### config.mk
export PLATFORM = sky130hd
export DESIGN_NAME = uart_rx_oversampled_flat
export DESIGN_NICKNAME = d
export VERILOG_FILES = /design/src/rtl/uart_pkg.sv /design/src/rtl/uart_rx_oversampled_if.sv /design/src/rtl/sync_2ff.sv /design/src/rtl/uart_rx_oversampled.sv /design/src/flat_wrapper.sv
export SDC_FILE = /design/constraint.sdc
export NUM_CORES = 1
export LEC_CHECK = 0
export BUFFER_PORTS_ARGS = -buffer_cell sky130_fd_sc_hd__buf_2
export CAP_MARGIN = 20
export CORE_MARGIN = 5
export CORE_UTILIZATION = 41
export DETAILED_ROUTE_END_ITERATION = 8
export PLACE_DENSITY = 0.66
export SYNTH_ARGS = -nofsm -noshare
export SYNTH_HDL_FRONTEND = slang
export SYNTH_HIERARCHICAL = 1
export SYNTH_SLANG_ARGS = --single-unit
export TNS_END_PERCENT = 100
### constraint.sdc
create_clock -name clock -period 3.43 [get_ports clock]
set_input_delay 0.686 -clock clock [delete_from_list [all_inputs] [get_ports clock]]
set_output_delay 0.686 -clock clock [all_outputs]
set_load 0.03 [all_outputs]
### src/rtl/uart_pkg.sv
// Shared UART definitions: frame defaults common to receiver and transmitter,
// receiver state encoding and a small sizing helper.
package uart_pkg;

  localparam int UART_DBIT    = 8;
  localparam int UART_OVS     = 16;
  localparam int UART_SB_TICK = 16;

  typedef enum logic [1:0] {
    IDLE  = 2'b00,
    START = 2'b01,
    DATA  = 2'b10,
    STOP  = 2'b11
  } rx_state_t;

  function automatic int max_int(input int a, input int b);
    return (a > b) ? a : b;
  endfunction

endpackage

### src/rtl/uart_rx_oversampled_if.sv
// Consumer-side bundle of the UART receiver: received byte, status flags and
// the read acknowledge. The receiver is the master, the consumer the slave.
interface uart_rx_oversampled_if
  import uart_pkg::*;
#(
  parameter int DBIT = UART_DBIT
);

  logic            rd;
  logic [DBIT-1:0] dout;
  logic            data_valid;
  logic            rx_done;
  logic            frame_err;
  logic            overrun;

  modport master (
    input  rd,
    output dout, data_valid, rx_done, frame_err, overrun
  );

  modport slave (
    output rd,
    input  dout, data_valid, rx_done, frame_err, overrun
  );

endinterface

### src/rtl/sync_2ff.sv
// Two-flop synchroniser for a single asynchronous input; the reset value is a
// parameter so idle-high and idle-low pins can share it.
module sync_2ff #(
  parameter logic RESET_VAL = 1'b1
) (
  input  logic clock,
  input  logic reset_n,
  input  logic d,
  output logic q
);

  logic meta;

  always_ff @(posedge clock or negedge reset_n) begin
    if (!reset_n) begin
      meta <= RESET_VAL;
      q    <= RESET_VAL;
    end else begin
      // NOTE: non-blocking assignments make the two stages shift together; blocking would collapse them into one flop.
      meta <= d;
      q    <= meta;
    end
  end

endmodule

### src/rtl/uart_rx_oversampled.sv
// 8N1 UART receiver on a 16x oversampling strobe: start-bit glitch rejection,
// mid-bit sampling and a one-deep output buffer with frame-error and overrun flags.
module uart_rx_oversampled
  import uart_pkg::*;
#(
  parameter int DBIT    = UART_DBIT,
  parameter int SB_TICK = UART_SB_TICK,
  parameter int OVS     = UART_OVS
) (
  input  logic                  clock,
  input  logic                  reset_n,
  input  logic                  tick,
  input  logic                  rx,
  uart_rx_oversampled_if.master bus
);

  localparam int S_W = $clog2(max_int(OVS, SB_TICK));
  localparam int N_W = (DBIT > 1) ? $clog2(DBIT) : 1;

  localparam logic [S_W-1:0] S_MID  = S_W'(OVS / 2 - 1);
  localparam logic [S_W-1:0] S_BIT  = S_W'(OVS - 1);
  localparam logic [S_W-1:0] S_STOP = S_W'(SB_TICK - 1);
  localparam logic [N_W-1:0] N_LAST = N_W'(DBIT - 1);

  rx_state_t       state, state_next;
  logic [S_W-1:0]  s, s_next;
  logic [N_W-1:0]  n, n_next;
  logic [DBIT-1:0] shreg, shreg_next;
  logic            rx_s;
  logic            done;

  sync_2ff #(.RESET_VAL(1'b1)) u_rx_sync (
    .clock   (clock),
    .reset_n (reset_n),
    .d       (rx),
    .q       (rx_s)
  );

  always_ff @(posedge clock or negedge reset_n) begin
    if (!reset_n) begin
      state <= IDLE;
      s     <= '0;
      n     <= '0;
      shreg <= '0;
    end else begin
      state <= state_next;
      s     <= s_next;
      n     <= n_next;
      shreg <= shreg_next;
    end
  end

  always_comb begin
    // NOTE: every output gets a default first so no path through the case leaves one unassigned and infers a latch.
    state_next = state;
    s_next     = s;
    n_next     = n;
    shreg_next = shreg;
    done       = 1'b0;

    unique case (state)
      IDLE: begin
        if (!rx_s) begin
          state_next = START;
          s_next     = '0;
        end
      end
      START: begin
        if (tick) begin
          if (s == S_MID) begin
            // A start bit that is high again at its centre was only a glitch.
            if (!rx_s) begin
              state_next = DATA;
              s_next     = '0;
              n_next     = '0;
            end else begin
              state_next = IDLE;
            end
          end else begin
            s_next = s + S_W'(1);
          end
        end
      end
      DATA: begin
        if (tick) begin
          if (s == S_BIT) begin
            shreg_next = {rx_s, shreg[DBIT-1:1]};
            s_next     = '0;
            if (n == N_LAST) state_next = STOP;
            else             n_next     = n + N_W'(1);
          end else begin
            s_next = s + S_W'(1);
          end
        end
      end
      STOP: begin
        if (tick) begin
          if (s == S_STOP) begin
            state_next = IDLE;
            done       = 1'b1;
          end else begin
            s_next = s + S_W'(1);
          end
        end
      end
      default: state_next = IDLE;
    endcase
  end

  // Output buffer: a completing frame takes priority over a same-clock acknowledge.
  always_ff @(posedge clock or negedge reset_n) begin
    if (!reset_n) begin
      bus.dout       <= '0;
      bus.data_valid <= 1'b0;
      bus.frame_err  <= 1'b0;
      bus.overrun    <= 1'b0;
    end else begin
      if (done) begin
        bus.dout       <= shreg;
        bus.frame_err  <= ~rx_s;
        bus.data_valid <= 1'b1;
        if (bus.data_valid && !bus.rd) bus.overrun <= 1'b1;
      end else if (bus.rd) begin
        bus.data_valid <= 1'b0;
      end
    end
  end

  assign bus.rx_done = done;

endmodule

### src/flat_wrapper.sv
// flat-port wrapper written by rule: the top's interface ports become plain ports
module uart_rx_oversampled_flat import uart_pkg::*;
#(
  parameter int DBIT    = UART_DBIT,
  parameter int SB_TICK = UART_SB_TICK,
  parameter int OVS     = UART_OVS
)
  (clock, reset_n, tick, rx, bus_rd, bus_dout, bus_data_valid, bus_rx_done, bus_frame_err, bus_overrun);
  uart_rx_oversampled_if #(.DBIT(DBIT)) bus_i ();
  input  logic clock;
  input  logic reset_n;
  input  logic tick;
  input  logic rx;
  input wire logic [$bits(bus_i.rd)-1:0] bus_rd;
  output wire logic [$bits(bus_i.dout)-1:0] bus_dout;
  output wire logic [$bits(bus_i.data_valid)-1:0] bus_data_valid;
  output wire logic [$bits(bus_i.rx_done)-1:0] bus_rx_done;
  output wire logic [$bits(bus_i.frame_err)-1:0] bus_frame_err;
  output wire logic [$bits(bus_i.overrun)-1:0] bus_overrun;
  assign bus_i.rd = bus_rd;
  assign bus_dout = bus_i.dout;
  assign bus_data_valid = bus_i.data_valid;
  assign bus_rx_done = bus_i.rx_done;
  assign bus_frame_err = bus_i.frame_err;
  assign bus_overrun = bus_i.overrun;
  uart_rx_oversampled #(.DBIT(DBIT), .SB_TICK(SB_TICK), .OVS(OVS)) u_core (.clock(clock), .reset_n(reset_n), .tick(tick), .rx(rx), .bus(bus_i));
endmodule
# Word level (Yosys, flattened, before mapping)
# Index checks and enable logic that the tools add are counted.
dict set report word_totals {
  ff_bits 30
  out_inout_bits 12
  elab_cells 70
}
dict set report op_classes {
  n_addsub 2
  n_eq_ne 17
  n_mux 30
  n_bitwise 1
  reduce_logical 10
}
# operator n
set ops {}
lappend ops {{two-way mux 4 bit} 7}
lappend ops {{two-way mux 2 bit} 9}
lappend ops {{two-way mux 3 bit} 6}
lappend ops {{one-hot mux 4 bit (4 select lines)} 1}
lappend ops {{!= test 2 bit, second input constant} 7}
lappend ops {{!= test 2 x 1 -> 1 bit, second input constant} 4}
lappend ops {{one-hot mux 2 bit (4 select lines)} 1}
lappend ops {{AND reduction 8 bit} 1}
lappend ops {{AND reduction 7 bit} 1}
lappend ops {{one-hot mux 3 bit (2 select lines)} 1}
lappend ops {{two-way mux 1 bit} 5}
lappend ops {{adder 4 x 1 -> 4 bit, second input constant} 1}
lappend ops {{== test 2 bit, second input constant} 2}
lappend ops {{== test 4 x 3 -> 1 bit, second input constant} 1}
lappend ops {{== test 4 bit, second input constant} 1}
lappend ops {{AND reduction 4 bit} 1}
lappend ops {{nonzero test 2 bit} 2}
lappend ops {{adder 3 x 1 -> 3 bit, second input constant} 1}
lappend ops {{== test 3 bit, second input constant} 1}
lappend ops {{AND reduction 3 bit} 1}
lappend ops {{== test 2 x 1 -> 1 bit, second input constant} 1}
lappend ops {{zero test 2 bit} 1}
lappend ops {{AND reduction 2 bit} 1}
lappend ops {{logical AND 1 bit} 1}
lappend ops {{2 further kinds} 2}

# Depth between registers and ports, before layout
# Gate-level depths: netlist of run 1.
dict set report logic_depth {
  word_depth 5
  mapped_depth 6
  mapped_depth_nobuf 6
}

# Modules after synthesis
# The synthesis of run 1 kept the hierarchy.
# mod n_inst cells_per_inst area_per_inst_um2
set by_module_without_submodules {}
lappend by_module_without_submodules {uart_rx_oversampled 1 107 1307.5}
lappend by_module_without_submodules {sync_2ff 1 2 52.6}

# Worst setup path before layout of run 1
# No wires, ideal clock.
dict set report synth_path {
  path_kind {input-to-output}
  startpoint {input tick}
  endpoint {output bus_rx_done}
  t_arrival_ns 1.377
  required_ns 2.744
  path_slack_ns 1.367
  cell_stages 3
  cell_sequence {nand4_2 -> nor2_1 -> buf_2}
}
dict set report synth_via {
  elab_chain_len 2
}
# element line
set synth_lines {}
lappend synth_lines {{start: declaration} flat_wrapper.sv:12} ;# input logic tick;
lappend synth_lines {{two-way mux 1 bit} uart_rx_oversampled.sv:97} ;# if (tick) begin
lappend synth_lines {{two-way mux 1 bit} uart_rx_oversampled.sv:61} ;# unique case (state)
lappend synth_lines {{end: declaration} flat_wrapper.sv:17} ;# output wire logic [$bits(bus_i.rx_done)-1:0] bus_rx_done;
# Every way passes these cells.

# Worst setup path in the final report of run 1
dict set report layout_path {
  startpoint {register u_core.s[0]}
  endpoint {output bus_rx_done}
}
dict set report layout_via {
  elab_chain_len 4
}
# element line
set layout_lines {}
lappend layout_lines {{start: declaration} uart_rx_oversampled.sv:26} ;# logic [S_W-1:0] s, s_next;
lappend layout_lines {{start signal: assignment} uart_rx_oversampled.sv:47} ;# s <= s_next;
lappend layout_lines {{== test 4 bit} uart_rx_oversampled.sv:98} ;# if (s == S_STOP) begin
lappend layout_lines {{two-way mux 1 bit} uart_rx_oversampled.sv:98}
lappend layout_lines {{two-way mux 1 bit} uart_rx_oversampled.sv:97}
lappend layout_lines {{two-way mux 1 bit} uart_rx_oversampled.sv:61}
# Every way passes these cells.

==> out/results.ini, run 1 <==
[status]
status=completed

[grt]
track_usage=0.127
met3_usage=0.0366
grt_max_degree=31
use_met2=0.194
grt_util_met1=0.161
busiest_layer=met2
grt_pass1_wl_um=4220
overflow=0
antenna_found_initial=0
first_global_vias=884

[clocking]
clk_path_buf_depth=2
cts.sinks=30
insertion_delay_ps=330
post-cts-setup-buffer-count=0
cts_hold_buf=0
htreeDepth=2
cts_resized=0
cts.clk_slew.worst_paths_ps=90
cts_tree=built
cts_buffers=5
root_buffer=clkbuf_4

[synth]
synthArstFlopShare=1.00
synth_fp_nets=117
synth_edf_count=0
yosys_warnings=6
ys_types=34
syn-cell-area_mm2=0.00136
ys_seq_elements=30
synth_cells=109
yosys.area_share.simple=0.117
synthAdderAreaFrac=0.0276
yosysSeqAreaShare=0.554
synth_compound_area_frac=0.102
syn_avg_cell_area_um2=12.5
synth_top_family_by_area=multiplexers
ys.flop_type=dfrtp_1
synth.mux.area_fraction=0.165
synth_xor_area_frac=0.00644

[job]
maxCapViolations=0

[power_and_ir_drop]
power_frac_seq=0.478
p_int_uw=677
max-vdd-ir-drop_uv=291
p_per_area_mw_per_mm2=659
p_sw_frac=0.341
power_switching_uw=350
power_frac_clock=0.267
leakage_nw=0.797
combPwrFrac=0.255

[floorplan]
die_height_um=67.6
chipWidth_um=67.6
rows=21
core_area_mm2=0.00328
ioPinCount=17
start_util=0.414
die-area_mm2=0.00457

[sta]
relSlewSlack=0.564
fin_crit_ps=2360
fin_ws_ps=1070
clock_skew_ps=12.3
finalSetupViolCount=0
hold_violations=0
fmax_ghz=0.423
tightest_slew_ps=654
tns_ps=0
rsz0062_at_grt=false
fin_crit_sh=0.689
maxSlewViolCount=0

[critical_path]
slowest_delay_ps=380
worstPathCellList=ha_1 > nand4_2 > nor2_1 > buf_2
crit_arrival_ps=1680
critPathMaxFanout=6
cp-start-kind=flip-flop
cp_slowest_cell=dfrtp_1
worst_setup_path_end_kind=output port
required_ps=2740
path_class=reg -> out

[final_layout]
drive_gt1_frac=0.395
mostFrequentLayoutCells=dfrtp_1 (28), mux2_2 (19), buf_2 (16)
final_common_cell=dfrtp_1
nets=136
num_antenna_cells=0
nFillCells=315
syn_to_final_growth_pct=14.6

[routing]
vias=893
vias_per_cell=5.10
drt_iter0_markers=40
drt-wirelength-per-cell_um=14.0
routed_wl_um=2450
drc=0
first_pass_iters=4
antenna_left=0

[placement]
hpwl_um=1690
dpl_worst_slack_ps=1240
place.gp.congestion=0.812
io_buffers=16

[worst_hold_path]
min_path_type=reg -> reg

## metal layers
metal / up-vias / wire (um)
met5: - / 0
met4: 0 / 55
met3: 6 / 70
met2: 16 / 1220
met1: 438 / 1110
li1: 433 / -
## logic make-up (layout without fill, tap and decap cells)
family,after synthesis,in the layout
simple gates,26,26
fa+ha+maj,3,3
buf+inv,9,29
xor+xnor,1,1
mux,20,20
compound gates,20,20
flops,30,30
## layout make-up
class                           count  area, um^2  share of cell area
Multi-Input combinational cell     70         568               0.364
Sequential cell                    30         753               0.483
Timing Repair Buffer               17        87.6              0.0562
Inverter                            4        15.0             0.00963
Clock inverter                      3        40.0              0.0257
Tap cell                           46        57.6              0.0369
Clock buffer                        5        37.5              0.0241
## power by group through the flow
stage	logic (mW)	registers [mW]	clock network (mW)
after floorplan	0.225	0.471	0
after global placement	0.254	0.493	0
after detailed placement	0.261	0.497	0
after CTS	0.263	0.490	0.283
after global routing	0.297	0.500	0.298
final	0.262	0.491	0.274
## flip-flops by register name, summed over array words and instances, names as in the netlist, named ones only
signal and cells:
u_core/bus.data_valid 1, u_core/bus.dout 8, u_core/bus.frame_err 1, u_core/bus.overrun 1
u_core/n 3, u_core/s 4, u_core/shreg 8, u_core/state 1
u_core/u_rx_sync/meta 1, u_core/u_rx_sync/q 1
## Yosys cell counts (all sizes together) (2+ instances only)
cell | n | area (um^2)
dfrtp | 28 | 701
mux2 | 19 | 214
a21oi | 5 | 25.0
buf | 5 | 23.8
nand3 | 5 | 25.0
o21ai | 5 | 25.0
inv | 4 | 15.0
nor2 | 4 | 15.0
ha | 3 | 37.5
nand2 | 3 | 11.3
nor3 | 3 | 26.3
a21o | 2 | 15.0
and3 | 2 | 12.5
dfstp | 2 | 52.6
nand2b | 2 | 12.5
nand4 | 2 | 18.8
## worst max-delay path: cells and delay by family, from the launching register on
kind / cells / cell delay [ps]
buffers and inverters: 1 / 220
adder cells (fa/ha/maj): 1 / 310
flip-flops: 1 / 380
AND/OR/NAND/NOR: 2 / 440
## metrics by stage
stage,hold WS (ps),power [mW],cells,util,cell area [um^2]
finish,362,1.03,175,0.475,1560
global route,370,1.10,175,0.475,1560
CTS,365,1.04,175,0.475,1560
detailed placement,352,0.758,167,0.451,1480
global placement,346,0.747,167,0.451,1480
floorplan,345,0.696,109,-,1360
## path summary, 6_finish.rpt
kind	start	endpoint	slack, ps	cells after the start
min in group asynchronous	reset_n	u_core/shreg[7]	370	1
max in group asynchronous	reset_n	u_core/bus.overrun	2630	1
worst max-delay path	u_core/s[0]	bus_rx_done	1070	4
worst min register to register	u_core/u_rx_sync/meta	u_core/u_rx_sync/q	360	0
worst min-delay path	u_core/u_rx_sync/meta	u_core/u_rx_sync/q	360	0
worst max register to register	u_core/s[0]	u_core/n[1]	1540	5
Power figures use the tool's default switching activity.
==> run 2, diff against run 1 <==
--- a/config.mk
+++ b/config.mk
@@ -10,7 +10,7 @@
 export CORE_MARGIN = 5
 export CORE_UTILIZATION = 41
 export DETAILED_ROUTE_END_ITERATION = 8
-export PLACE_DENSITY = 0.66
+export PLACE_DENSITY = 0.68
 export SYNTH_ARGS = -nofsm -noshare
 export SYNTH_HDL_FRONTEND = slang
 export SYNTH_HIERARCHICAL = 1
==> constraint.sdc (replaced) <==
create_clock -name clock -period 2.16 [get_ports clock]
set_input_delay 0.432 -clock clock [delete_from_list [all_inputs] [get_ports clock]]
set_output_delay 0.432 -clock clock [all_outputs]
set_load 0.03 [all_outputs]
==> run 2 against run 1 <==
Cell count is the same. Routed wire length down 0.45%. Total power grew 63%. Clock power rose by 68%. Sequential power is 59% higher. Combinational power up 66%. Hold slack lost 240 ps.
==> out/results.ini, run 2 (synthesis results as in run 1) <==
[critical_path]
critPathMaxFanout=16
r2r_cells=5
cp-start-kind=flip-flop
slowest_delay_ps=660
critPathLaunch=u_core/state[0]
r2r_end=u_core/n[1]
crit_arrival_ps=1610
regToRegStartpoint=u_core/s[0]
path_class=reg -> out
reg2reg_slack_ps=340
worst_setup_path_end_kind=output port
required_ps=1730
worstPathCellList=nand2_1 > nor2_4 > buf_2
cp_slowest_cell=dfrtp_1

[sta]
fin_crit_sh=0.943
tightest_slew_ps=646
finalSetupViolCount=0
fin_crit_ps=2040
relSlewSlack=0.569
fmax_ghz=0.491
hold_violations=0
rsz0062_at_grt=false
clock_skew_ps=13.2
maxSlewViolCount=0
tns_ps=0

[floorplan]
die-area_mm2=0.00457
die_height_um=67.6
chipWidth_um=67.6
rows=21
core_area_mm2=0.00328
ioPinCount=17
start_util=0.414

[status]
status=completed

[grt]
track_usage=0.124
first_global_vias=868
grt_pass1_wl_um=4100
antenna_found_initial=0
overflow=0
grt_max_degree=31

[worst_hold_path]
min_path_type=in -> async

[routing]
routed_wl_um=2440
drt_iter0_markers=34
vias_per_cell=4.98
drc=0
drt-wirelength-per-cell_um=14.0
vias=872
first_pass_iters=4
antenna_left=0

[clocking]
cts.sinks=30
cts_buffers=5
cts.clk_slew.worst_paths_ps=100
post-cts-setup-buffer-count=0
root_buffer=clkbuf_4
insertion_delay_ps=330
htreeDepth=2
clk_path_buf_depth=2
cts_tree=built

[final_layout]
nFillCells=314
num_antenna_cells=0
multi_input_area_um2=587
nets=136
largestRegisters=u_core/bus.dout (8), u_core/shreg (8), u_core/s (4)
finalNonFillerCells=175
drive_gt1_frac=0.403
syn_to_final_growth_pct=16.6
mostFrequentLayoutCells=dfrtp_1 (28), mux2_2 (19), buf_2 (16)
final_common_cell=dfrtp_1
register_area_um2=753

[placement]
io_buffers=16
place.gp.congestion=0.778
placed_cells=167
hpwl_um=1690

[job]
maxCapViolations=0

[power_and_ir_drop]
p_per_area_mw_per_mm2=1060
leakage_nw=0.791
max-vdd-ir-drop_uv=550

-- run 2: cell count changes in the layout (fill, tap and decap cells not counted), sizes merged --
| cell | delta |
|---|---|
| clkbuf | +2 |
| clkinv | -2 |
-- run 2: how the worst max path moves through the flow --
stage | end | slack (ps) | depth (start not counted)
6_report | bus_rx_done | 120 | 3
3_5_place_dp | u_core/bus.dout[3] | 300 | 5
3_3_place_gp | bus_rx_done | 370 | 4
2_1_floorplan | u_core/bus.dout[2] | 340 | 5
5_1_grt | bus_rx_done | 0.3 | 3
4_1_cts | bus_rx_done | 50 | 4
-- run 2: worst max-delay path, delay by kind of cell, from the launching register on --
kind                   cells  cell delay, ps
DFF                        1             660
buffers and inverters      1             220
and+or+nand+nor            2             400
-- run 2: what timing repair did --
action / 4_1_cts / 5_1_grt
gates resized for setup: 2 / 2
endpoints found under the hold margin: 0 / 0
hold buffers: 0 / 0
endpoints found under the setup margin: 1 / 1
-- run 2: cell type report --
type / count / share of cell area
sequential: 30 / 0.475
multi-input combinational: 70 / 0.370
timing repair buffer: 17 / 0.0552
tap: 46 / 0.0363
clock buffer: 7 / 0.0347
clock inverter: 1 / 0.0189
inverter: 4 / 0.00947
-- run 2: through the flow --
stage                     total power [mW]  hold WS [ps]   util  worst slack (ps)  cell area (um^2)
after detailed placement              1.20           347  0.451               298              1480
final                                 1.68           119  0.483               122              1590
after floorplan                       1.11           136      -               337              1360
after CTS                             1.67           126  0.478              45.5              1570
after global placement                1.18           347  0.451               369              1480
after global routing                  1.80           147  0.483             0.323              1590
-- run 2: where the power goes --
part,leakage (nW),total [mW],internal (mW),switching (mW)
Sequential,0.394,0.783,0.649,0.134
Clock,0.0455,0.459,0.276,0.183
Combinational,0.352,0.435,0.193,0.241
Total,0.791,1.68,1.12,0.558
-- run 2: metal layers --
metal | vias up | GRT usage | share of wire
met1 | 425 | 0.148 | 0.44
met4 | 0 | 0.0759 | 0.020
met2 | 13 | 0.196 | 0.52
li1 | 429 | - | -
met3 | 5 | 0.0349 | 0.025
met5 | - | 0 | 0
==> run 3, diff against run 2 <==
--- a/config.mk
+++ b/config.mk
@@ -9,8 +9,11 @@
 export CAP_MARGIN = 20
 export CORE_MARGIN = 5
 export CORE_UTILIZATION = 41
+export CTS_BUF_LIST = sky130_fd_sc_hd__clkbuf_4 sky130_fd_sc_hd__clkbuf_8
 export DETAILED_ROUTE_END_ITERATION = 8
+export HOLD_SLACK_MARGIN = 0.12
 export PLACE_DENSITY = 0.68
+export REMOVE_ABC_BUFFERS = 1
 export SYNTH_ARGS = -nofsm -noshare
 export SYNTH_HDL_FRONTEND = slang
 export SYNTH_HIERARCHICAL = 1
==> run 3 against run 2 <==
Cell count is the same. Hold slack better by 1.9 ps. Die area unchanged. Utilization shrank 1.1 points. Maximum frequency decreased by 0.98%. Sequential share of layout area increased by 1.2 points. Setup slack got worse by 20 ps. Sequential power down 0.8%. Non-clock buffer count is the same. Combinational power fell by 5.3%. Critical endpoint unchanged.
==> out/results.ini, run 3 (synthesis results as in run 1) <==
[placement]
dpl_worst_slack_ps=301
hpwl_um=1630
place.gp.congestion=0.776
io_buffers=16
dpl_cell_area_mm2=0.00148

[sta]
maxSlewViolCount=0
fin_crit_sh=0.953
fin_crit_ps=2060
finalSetupViolCount=0
fin_ws_ps=102
tightest_slew_ps=639
fmax_ghz=0.486
hold_violations=0
relSlewSlack=0.574
rsz0062_at_grt=false
clock_skew_ps=10.9

[floorplan]
die_height_um=67.6
ioPinCount=17
chipWidth_um=67.6
die-area_mm2=0.00457
start_util=0.414
core_area_mm2=0.00328
rows=21

[grt]
overflow=0
grt_max_degree=31
track_usage=0.114
antenna_found_initial=0
first_global_vias=864
grt_pass1_wl_um=3770

[routing]
routed_wl_um=2240
drt-wirelength-per-cell_um=12.8
drc=0
vias=901
vias_per_cell=5.15
first_pass_iters=4
drt_iter0_markers=53
antenna_left=0

[clocking]
cts_tree=built
insertion_delay_ps=320
cts.clk_slew.worst_paths_ps=100
cts_buffers=5
post-cts-setup-buffer-count=0
cts_resized=0
htreeDepth=2
root_buffer=clkbuf_4
cts_hold_buf=0
clk_path_buf_depth=2
cts.sinks=30

[critical_path]
crit_arrival_ps=1630
required_ps=1730
worst_setup_path_end_kind=output port
critPathMaxFanout=6
cp-start-kind=flip-flop
path_class=reg -> out

[status]
status=completed

[job]
maxCapViolations=0

[final_layout]
drive_gt1_frac=0.403
final_cell_area_mm2=0.00155
mostFrequentLayoutCells=dfrtp_1 (28), mux2_2 (19), buf_2 (16)
largestRegisters=u_core/bus.dout (8), u_core/shreg (8), u_core/s (4)
final_common_cell=dfrtp_1
num_antenna_cells=0
nets=136
syn_to_final_growth_pct=13.8

[power_and_ir_drop]
p_per_area_mw_per_mm2=992
max-vdd-ir-drop_uv=303
leakage_nw=0.784
finalPower_mw=1.54

[worst_hold_path]
min_path_type=in -> async

## run 3: final timing paths
path	from	endpoint	slack, ps	depth (start not counted)
max	u_core/s[0]	bus_rx_done	100	4
min	reset_n	u_core/s[1]	120	1
max reg2reg	u_core/s[0]	u_core/n[1]	360	5
min reg2reg	u_core/u_rx_sync/meta	u_core/u_rx_sync/q	360	0
max in group asynchronous	reset_n	u_core/bus.dout[7]	1620	1
min in group clock	rx	u_core/u_rx_sync/meta	210	1
## run 3: per-layer routing
metal,global-route usage,share of wire,up-vias
li1,-,-,438
met1,0.128,0.43,442
met2,0.183,0.51,17
met5,0,0,-
met3,0.0433,0.041,4
met4,0.0684,0.021,0
## run 3: power by group
group | switching (mW) | internal, mW | total, mW
Combinational | 0.222 | 0.190 | 0.412
Sequential | 0.128 | 0.649 | 0.777
Clock | 0.190 | 0.156 | 0.347
Total | 0.541 | 0.995 | 1.54
## run 3: metrics by stage
step / hold slack [ps] / cells / TNS [ps] / utilization
6_report: 120 / 175 / 0 / 0.471
5_1_grt: 162 / 175 / 0 / 0.471
4_1_cts: 147 / 175 / 0 / 0.470
3_5_place_dp: 353 / 167 / 0 / 0.451
3_3_place_gp: 346 / 167 / 0 / 0.451
2_1_floorplan: 136 / 104 / -572 / -
## run 3: cell type report
cell class / instances / area (um^2)
clock inverter: 2 / 12.5
multi-input combinational: 70 / 571
timing repair buffer: 17 / 87.6
tap: 46 / 57.6
clock buffer: 6 / 51.3
fill: 318 / 1740
sequential: 30 / 753
inverter: 4 / 15.0
## run 3: worst max-delay path: stages, from the launching register on
cell     delay (ps)
dfrtp_1         390
ha_2            260
nand4_2         210
nor2_1          220
buf_2           230
